--- config.mk ---
export PLATFORM = sky130hd
export DESIGN_NAME = reg_bank_dp_flat
export DESIGN_NICKNAME = d
export VERILOG_FILES = /design/src/rtl/reg_bank_pkg.sv /design/src/rtl/reg_bank_if.sv /design/src/rtl/reg_bank_rd_pipe.sv /design/src/rtl/reg_bank_dp.sv /design/src/flat_wrapper.sv
export SDC_FILE = /design/constraint.sdc
export NUM_CORES = 1
export LEC_CHECK = 0
export ABC_AREA = 1
export CAP_MARGIN = 15
export CORE_ASPECT_RATIO = 1.75
export CORE_MARGIN = 1.5
export CORE_UTILIZATION = 50
export CTS_CLUSTER_SIZE = 28
export DETAILED_ROUTE_END_ITERATION = 12
export GPL_ROUTABILITY_DRIVEN = 0
export PLACE_DENSITY_LB_ADDON = 0.08
export SLEW_MARGIN = 20
export SYNTH_ARGS = -nofsm -noshare
export SYNTH_HDL_FRONTEND = slang
export SYNTH_SLANG_ARGS = --single-unit
--- constraint.sdc ---
create_clock -name CLK -period 2.93 [get_ports CLK]
set_input_delay 0.586 -clock CLK [delete_from_list [all_inputs] [get_ports CLK]]
set_output_delay 0.586 -clock CLK [all_outputs]
set_load 0.01 [all_outputs]
--- src/rtl/reg_bank_pkg.sv ---
// Shared constants for the two-port configuration register bank:
// system register map defaults, register indices and latency bounds.
package reg_bank_pkg;

  localparam int unsigned MAP_DEPTH = 16;
  localparam int unsigned MAP_DW    = 8;

  localparam int unsigned REG_ALU    = 0;
  localparam int unsigned REG_CTRL   = 1;
  localparam int unsigned REG_UART   = 2;
  localparam int unsigned REG_CLKDIV = 3;

  // prescale 32, parity enable, even parity
  localparam logic [MAP_DW-1:0] UART_DEF   = 8'h81;
  // divider 32
  localparam logic [MAP_DW-1:0] CLKDIV_DEF = 8'h20;

  function automatic logic [MAP_DEPTH*MAP_DW-1:0] map_defaults();
    logic [MAP_DEPTH*MAP_DW-1:0] v;
    v = '0;
    v[REG_ALU*MAP_DW +: MAP_DW]    = '0;
    v[REG_CTRL*MAP_DW +: MAP_DW]   = '0;
    v[REG_UART*MAP_DW +: MAP_DW]   = UART_DEF;
    v[REG_CLKDIV*MAP_DW +: MAP_DW] = CLKDIV_DEF;
    return v;
  endfunction

  localparam logic [MAP_DEPTH*MAP_DW-1:0] RESET_VALUES_DEF =
    map_defaults();

  function automatic bit rd_lat_ok(int unsigned lat);
    return (lat == 1) || (lat == 2);
  endfunction

  function automatic int unsigned rd_lat_fix(int unsigned lat);
    return rd_lat_ok(lat) ? lat : 1;
  endfunction

endpackage

--- src/rtl/reg_bank_if.sv ---
// Write/read command bus between the system controller and the
// configuration register bank.
interface reg_bank_if #(
  parameter int unsigned DATA_WIDTH = 8,
  parameter int unsigned ADDR_WIDTH = 4
);

  logic                  WrEn;
  logic [ADDR_WIDTH-1:0] WrAddr;
  logic [DATA_WIDTH-1:0] WrData;
  logic [DATA_WIDTH-1:0] WrMask;
  logic                  RdEn;
  logic [ADDR_WIDTH-1:0] RdAddr;
  logic [DATA_WIDTH-1:0] RdData;
  logic                  RdData_Valid;
  logic                  RdErr;
  logic                  WrErr;

  modport master (
    output WrEn, WrAddr, WrData, WrMask,
    output RdEn, RdAddr,
    input  RdData, RdData_Valid, RdErr, WrErr
  );

  modport slave (
    input  WrEn, WrAddr, WrData, WrMask,
    input  RdEn, RdAddr,
    output RdData, RdData_Valid, RdErr, WrErr
  );

endinterface

--- src/rtl/reg_bank_rd_pipe.sv ---
// Read-response delay line, one or two register stages deep.
// Data and error are forced to zero whenever the stage is not valid.
module reg_bank_rd_pipe #(
  parameter int unsigned DATA_WIDTH = 8,
  parameter int unsigned LAT        = 1
) (
  input  logic                  CLK,
  input  logic                  RST,
  input  logic                  in_vld,
  input  logic                  in_err,
  input  logic [DATA_WIDTH-1:0] in_data,
  output logic                  out_vld,
  output logic                  out_err,
  output logic [DATA_WIDTH-1:0] out_data
);

  typedef struct packed {
    logic                  vld;
    logic                  err;
    logic [DATA_WIDTH-1:0] data;
  } stg_t;

  stg_t stg_d;
  stg_t stg_q [LAT];

  always_comb begin
    stg_d      = '0;
    stg_d.vld  = in_vld;
    stg_d.err  = in_vld & in_err;
    stg_d.data = in_vld ? in_data : '0;
  end

  always_ff @(posedge CLK or negedge RST) begin
    if (!RST) begin
      for (int i = 0; i < LAT; i++)
        stg_q[i] <= '0;
    end else begin
      stg_q[0] <= stg_d;
      for (int i = 1; i < LAT; i++)
        stg_q[i] <= stg_q[i-1];
    end
  end

  assign out_vld  = stg_q[LAT-1].vld;
  assign out_err  = stg_q[LAT-1].err;
  assign out_data = stg_q[LAT-1].data;

endmodule

--- src/rtl/reg_bank_dp.sv ---
// Two-port configuration register bank: masked writes, read-only
// protection, write-first bypass, change pulses on config registers.
module reg_bank_dp
  import reg_bank_pkg::*;
#(
  parameter int unsigned DATA_WIDTH = 8,
  parameter int unsigned DEPTH      = 16,
  parameter int unsigned ADDR_WIDTH = 4,
  parameter int unsigned NUM_CFG    = 4,
  parameter logic [DEPTH*DATA_WIDTH-1:0] RESET_VALUES =
    (DEPTH*DATA_WIDTH)'(RESET_VALUES_DEF),
  parameter logic [DEPTH-1:0] RO_MASK = '0,
  parameter int unsigned RD_LATENCY = 1
) (
  input  logic                          CLK,
  input  logic                          RST,
  reg_bank_if.slave                     bus,
  output logic [NUM_CFG*DATA_WIDTH-1:0] CfgRegs,
  output logic [NUM_CFG-1:0]            CfgUpdate
);

  localparam int unsigned LAT = rd_lat_fix(RD_LATENCY);
  localparam int unsigned AW1 = ADDR_WIDTH + 1;
  localparam logic [AW1-1:0] DEPTH_A = AW1'(DEPTH);
  localparam logic [2**ADDR_WIDTH-1:0] RO_EXT =
    (2**ADDR_WIDTH)'(RO_MASK);

  logic [DATA_WIDTH-1:0] mem [DEPTH];

  logic                  wr_rng;
  logic                  wr_ok;
  logic                  wr_chg;
  logic [DATA_WIDTH-1:0] wr_old;
  logic [DATA_WIDTH-1:0] wr_new;
  logic                  rd_rng;
  logic                  rd_hit;
  logic [DATA_WIDTH-1:0] rd_val;
  logic [NUM_CFG-1:0]    upd_d;
  logic                  wr_err_q;

  assign wr_rng = {1'b0, bus.WrAddr} < DEPTH_A;
  assign wr_ok  = bus.WrEn & wr_rng & ~RO_EXT[bus.WrAddr];
  assign wr_old = wr_rng ? mem[bus.WrAddr] : '0;
  assign wr_new = (wr_old & ~bus.WrMask) |
                  (bus.WrData & bus.WrMask);
  assign wr_chg = wr_new != wr_old;

  assign rd_rng = {1'b0, bus.RdAddr} < DEPTH_A;
  assign rd_hit = wr_ok & (bus.WrAddr == bus.RdAddr);

  // Same-address write wins: the read sees the merged value.
  always_comb begin
    rd_val = '0;
    unique case (1'b1)
      !rd_rng: rd_val = '0;
      rd_hit:  rd_val = wr_new;
      default: rd_val = mem[bus.RdAddr];
    endcase
  end

  always_comb begin
    upd_d = '0;
    for (int i = 0; i < NUM_CFG; i++)
      upd_d[i] = wr_ok & wr_chg &
                 ({1'b0, bus.WrAddr} == AW1'(i));
  end

  always_ff @(posedge CLK or negedge RST) begin
    if (!RST) begin
      for (int i = 0; i < DEPTH; i++)
        mem[i] <= RESET_VALUES[i*DATA_WIDTH +: DATA_WIDTH];
    end else if (wr_ok) begin
      mem[bus.WrAddr] <= wr_new;
    end
  end

  always_ff @(posedge CLK or negedge RST) begin
    if (!RST) begin
      CfgUpdate <= '0;
      wr_err_q  <= 1'b0;
    end else begin
      CfgUpdate <= upd_d;
      wr_err_q  <= bus.WrEn & ~wr_ok;
    end
  end

  assign bus.WrErr = wr_err_q;

  for (genvar g = 0; g < NUM_CFG; g++) begin : g_cfg
    assign CfgRegs[g*DATA_WIDTH +: DATA_WIDTH] = mem[g];
  end

  reg_bank_rd_pipe #(
    .DATA_WIDTH (DATA_WIDTH),
    .LAT        (LAT)
  ) u_rd_pipe (
    .CLK      (CLK),
    .RST      (RST),
    .in_vld   (bus.RdEn),
    .in_err   (~rd_rng),
    .in_data  (rd_val),
    .out_vld  (bus.RdData_Valid),
    .out_err  (bus.RdErr),
    .out_data (bus.RdData)
  );

endmodule
--- src/flat_wrapper.sv ---
// flat-port wrapper written by rule: the top's interface ports become plain ports
module reg_bank_dp_flat import reg_bank_pkg::*;
#(
  parameter int unsigned DATA_WIDTH = 8,
  parameter int unsigned DEPTH      = 16,
  parameter int unsigned ADDR_WIDTH = 4,
  parameter int unsigned NUM_CFG    = 4,
  parameter logic [DEPTH*DATA_WIDTH-1:0] RESET_VALUES =
    (DEPTH*DATA_WIDTH)'(RESET_VALUES_DEF),
  parameter logic [DEPTH-1:0] RO_MASK = '0,
  parameter int unsigned RD_LATENCY = 1
)
  (CLK, RST, CfgRegs, CfgUpdate, bus_WrEn, bus_WrAddr, bus_WrData, bus_WrMask, bus_RdEn, bus_RdAddr, bus_RdData, bus_RdData_Valid, bus_RdErr, bus_WrErr);
  reg_bank_if #(.DATA_WIDTH(DATA_WIDTH), .ADDR_WIDTH(ADDR_WIDTH)) bus_i ();
  input  logic CLK;
  input  logic RST;
  output logic [NUM_CFG*DATA_WIDTH-1:0] CfgRegs;
  output logic [NUM_CFG-1:0] CfgUpdate;
  input wire logic [$bits(bus_i.WrEn)-1:0] bus_WrEn;
  input wire logic [$bits(bus_i.WrAddr)-1:0] bus_WrAddr;
  input wire logic [$bits(bus_i.WrData)-1:0] bus_WrData;
  input wire logic [$bits(bus_i.WrMask)-1:0] bus_WrMask;
  input wire logic [$bits(bus_i.RdEn)-1:0] bus_RdEn;
  input wire logic [$bits(bus_i.RdAddr)-1:0] bus_RdAddr;
  output wire logic [$bits(bus_i.RdData)-1:0] bus_RdData;
  output wire logic [$bits(bus_i.RdData_Valid)-1:0] bus_RdData_Valid;
  output wire logic [$bits(bus_i.RdErr)-1:0] bus_RdErr;
  output wire logic [$bits(bus_i.WrErr)-1:0] bus_WrErr;
  assign bus_i.WrEn = bus_WrEn;
  assign bus_i.WrAddr = bus_WrAddr;
  assign bus_i.WrData = bus_WrData;
  assign bus_i.WrMask = bus_WrMask;
  assign bus_i.RdEn = bus_RdEn;
  assign bus_i.RdAddr = bus_RdAddr;
  assign bus_RdData = bus_i.RdData;
  assign bus_RdData_Valid = bus_i.RdData_Valid;
  assign bus_RdErr = bus_i.RdErr;
  assign bus_WrErr = bus_i.WrErr;
  reg_bank_dp #(.DATA_WIDTH(DATA_WIDTH), .DEPTH(DEPTH), .ADDR_WIDTH(ADDR_WIDTH), .NUM_CFG(NUM_CFG), .RESET_VALUES(RESET_VALUES), .RO_MASK(RO_MASK), .RD_LATENCY(RD_LATENCY)) u_core (.CLK(CLK), .RST(RST), .bus(bus_i), .CfgRegs(CfgRegs), .CfgUpdate(CfgUpdate));
endmodule
==> results by group <==
Status
  – Outcome: finished, final reports clean

Clock network
  – Clock sinks: 141
  – H-tree depth: 4
  – Root Buffer: clkbuf_16
  – Clk_lat worst skew: 430 ps
  – CTS Buf Count: 17
  – CTS Hold Bufs: 0
  – Clock Pin Slew Worst Setup and Hold Paths: 60 ps
  – Post-cts resize count: 0
  – CTS tree: built
  – Worst-case clock buffer depth: 2
  – Post-CTS Setup Bufs: 0

Detailed routing
  – Routed via count: 7,833
  – Iter 0 DRT Violations: 593
  – Drt wl/cell: 18.8 um
  – Router iterations before antenna repair: 5
  – Routed Antenna Nets: 0
  – Post-DR vias/cell: 5.76
  – DRC: 0
  – Final wirelength: 25,500 um

Finish
  – Multi-input gate area: 3870 um2
  – Layout Utilization: 0.586
  – FF+latch area: 3530 um2
  – Commonest cells after routing, fill and taps aside: nand2_1, o21ai_0, dfrtp_1
  – Share of cells above drive strength 1: 0.0916
  – Ant diodes: 0
  – Commonest non-fill, non-tap cell in the layout: nand2_1
  – Fill cells: 1,512
  – Layout area overhead: 15.8%
  – Final Net Count: 1,184
  – Non-Filler Instances: 1,360

Synth
  – Synth top area share: 0.418
  – Compound-Gate Fraction of Synth Area: 0.189
  – Number of flops mapped to enable cells by yosys: 0
  – Post-synthesis adder-cell area fraction: 0
  – Synth top area cells: dfrtp_1, nand2_1, o21ai_0
  – Seq cells post-synth: 141
  – Post-synthesis mux area share: 0
  – Post-synth design cell area: 8250 um2
  – Synth area leader: dfrtp_1
  – XOR/XNOR Fraction of Synth Area: 0
  – Most used flip-flop cell after synthesis: dfrtp_1
  – Post-Synth Simple-Gate Area: 0.279
  – Synth cell types: 33
  – Cells after synthesis: 1,137
  – Main combinational cell family by area after synthesis: simple AND/OR/NAND/NOR gates
  – FFs w/ async S/R, synth: 1.00
  – Post-Syn Area per Cell: 7.26 um2
  – Yosys warning count: 0
  – Seq/Total Area, Yosys: 0.428

GRT
  – GR Overflow Total: 0
  – Vias in the first global route: 7,436
  – Largest net degree at the start of global routing: 77
  – Overall routing resource usage: 0.307
  – Global-route wire length before repair: 41,100 um
  – Initial antenna violation count: 0

Floorplan
  – # rows: 62
  – Core Box Area: 16,300 um2
  – Die height: 173 um
  – Starting density of the core: 0.507
  – Total die area: 17,300 um2
  – # IOs: 75
  – Die Wd: 100 um

Timing
  – Fin crit share: 0.784
  – Post-route setup TNS: 0 ps
  – Minimum clock period after layout: 2300 ps
  – Clock Skew: 5.22 ps
  – Slew Viols, Final: 0
  – Final Hold Viols: 0
  – Slew @ Worst Pin: 677 ps
  – Hold_ws: 98.7 ps
  – RSZ-0062 raised after global routing: false
  – Max transition margin: 0.547
  – Final setup fails: 0
  – Max Clk Rate: 435 MHz

Critical path
  – Crit path cell chain: clkdlybuf4s50_1 > inv_4 > buf_4 > nand3_1 > nand3_1 > nand2_1 > nand2_1 > nor2_2 > inv_2 > o21bai_4 > o21ai_0
  – Worst Path Required: 3220 ps
  – CP arrival: 2580 ps
  – Critical Path Slowest Stage Cell: clkdlybuf4s50_1
  – Startpoint class of the critical path: primary input
  – Max FO, Critical Path: 27
  – WS Path Type: primary input to register
  – CP max stage delay: 570 ps
  – Element type at the critical path end: register

Place
  – Placed Cells: 1,329
  – Dpl hpwl: 16,900 um
  – Buffers on Ports: 72

Power
  – Combinational share of power: 0.239
  – Design internal power: 4.61 mW
  – Peak VDD IR: 0.312 mV
  – Clock share of power: 0.357
  – Sw frac: 0.316
  – Sequential Power Share: 0.404
  – Leakage: 4.52 nW
  – Pwr per Cell Area: 706 nW/um2
  – Sw Pwr: 2.13 mW

Job
  – Max_cap viols: 0

Hold path
  – Tightest Hold Check Type: primary input to asynchronous set/reset pin
-- critical path: cells and delay by family --
kind | cells | cell delay (ps)
simple gates | 5 | 410
compound gates | 2 | 530
buf+inv | 4 | 1020
-- layer usage --
layer	share of wire	GRT usage	routed length (um)
met3	0.059	0.0465	1500
met1	0.42	0.405	10800
met2	0.49	0.488	12400
met5	0	0	0
met4	0.034	0.153	879
-- cell families (layout without fill, tap and decap cells) --
group	Yosys count	after routing
simple gates	565	565
flops	141	141
other cells	1	2
compound gates	283	283
buf+inv	147	177
-- power groups by stage --
stage / Clock [mW] / Sequential, mW / Combinational (mW)
6_report: 2.41 / 2.73 / 1.61
5_1_grt: 2.51 / 2.78 / 1.82
4_1_cts: 2.42 / 2.72 / 1.61
3_5_place_dp: 0 / 2.75 / 1.60
3_3_place_gp: 0 / 2.75 / 1.57
2_1_floorplan: 0 / 2.65 / 1.17
-- sequential cells by signal (all words and copies together), names as in the netlist --
name,count
u_core.CfgRegs,32
u_core.CfgUpdate,4
u_core.mem,96
u_core.u_rd_pipe.out_data,8
u_core.u_rd_pipe.out_vld,1
-- Yosys cell counts (2+ instances only) --
| library cell | n |
|---|---|
| nand2_1 | 410 |
| a21oi_1 | 24 |
| nor2_1 | 70 |
| clkbuf_1 | 29 |
| inv_1 | 30 |
| dfstp_2 | 3 |
| nand2_2 | 5 |
| nand4_1 | 4 |
| nor2_2 | 5 |
| buf_2 | 24 |
| o21ai_1 | 33 |
| dfrtp_1 | 138 |
| buf_6 | 11 |
| o21ai_0 | 194 |
| o22ai_1 | 2 |
| nor3_4 | 3 |
| nand3_1 | 60 |
| buf_4 | 46 |
| inv_2 | 4 |
| o21bai_4 | 3 |
| o221ai_1 | 18 |
| or2_2 | 5 |
| o211ai_1 | 6 |
-- stage by stage --
step / cell area (um2) / power, mW / worst slack (ps)
floorplan: 8260 / 3.82 / 1070
global placement: 8900 / 4.32 / 236
detailed placement: 8900 / 4.35 / 195
CTS: 9550 / 6.75 / 637
global route: 9550 / 7.11 / 483
finish: 9550 / 6.75 / 634
-- final cells by class --
class / count / share of cell area
inverters: 36 / 0.0149
well taps: 192 / 0.0252
clock buffers: 20 / 0.0478
repair buffers: 110 / 0.118
flip-flops and latches: 141 / 0.370
multi-input cells: 850 / 0.405
clock inverters: 11 / 0.0199
-- worst paths after layout --
path                           startpoint                  to  slack [ps]  cells past startpoint
max in group asynchronous             RST  u_core.CfgRegs[23]        2050                      2
min reg2reg                u_core.mem[56]      u_core.mem[56]         490                      2
max                         bus_WrAddr[1]      u_core.mem[12]         630                     11
min                                   RST  u_core.CfgRegs[22]         100                      1
max reg2reg                u_core.mem[83]       u_core.mem[3]        1180                     10
min in group CLK           u_core.mem[56]      u_core.mem[56]         490                      2
Note: power is estimated with default switching activity, not from simulation.
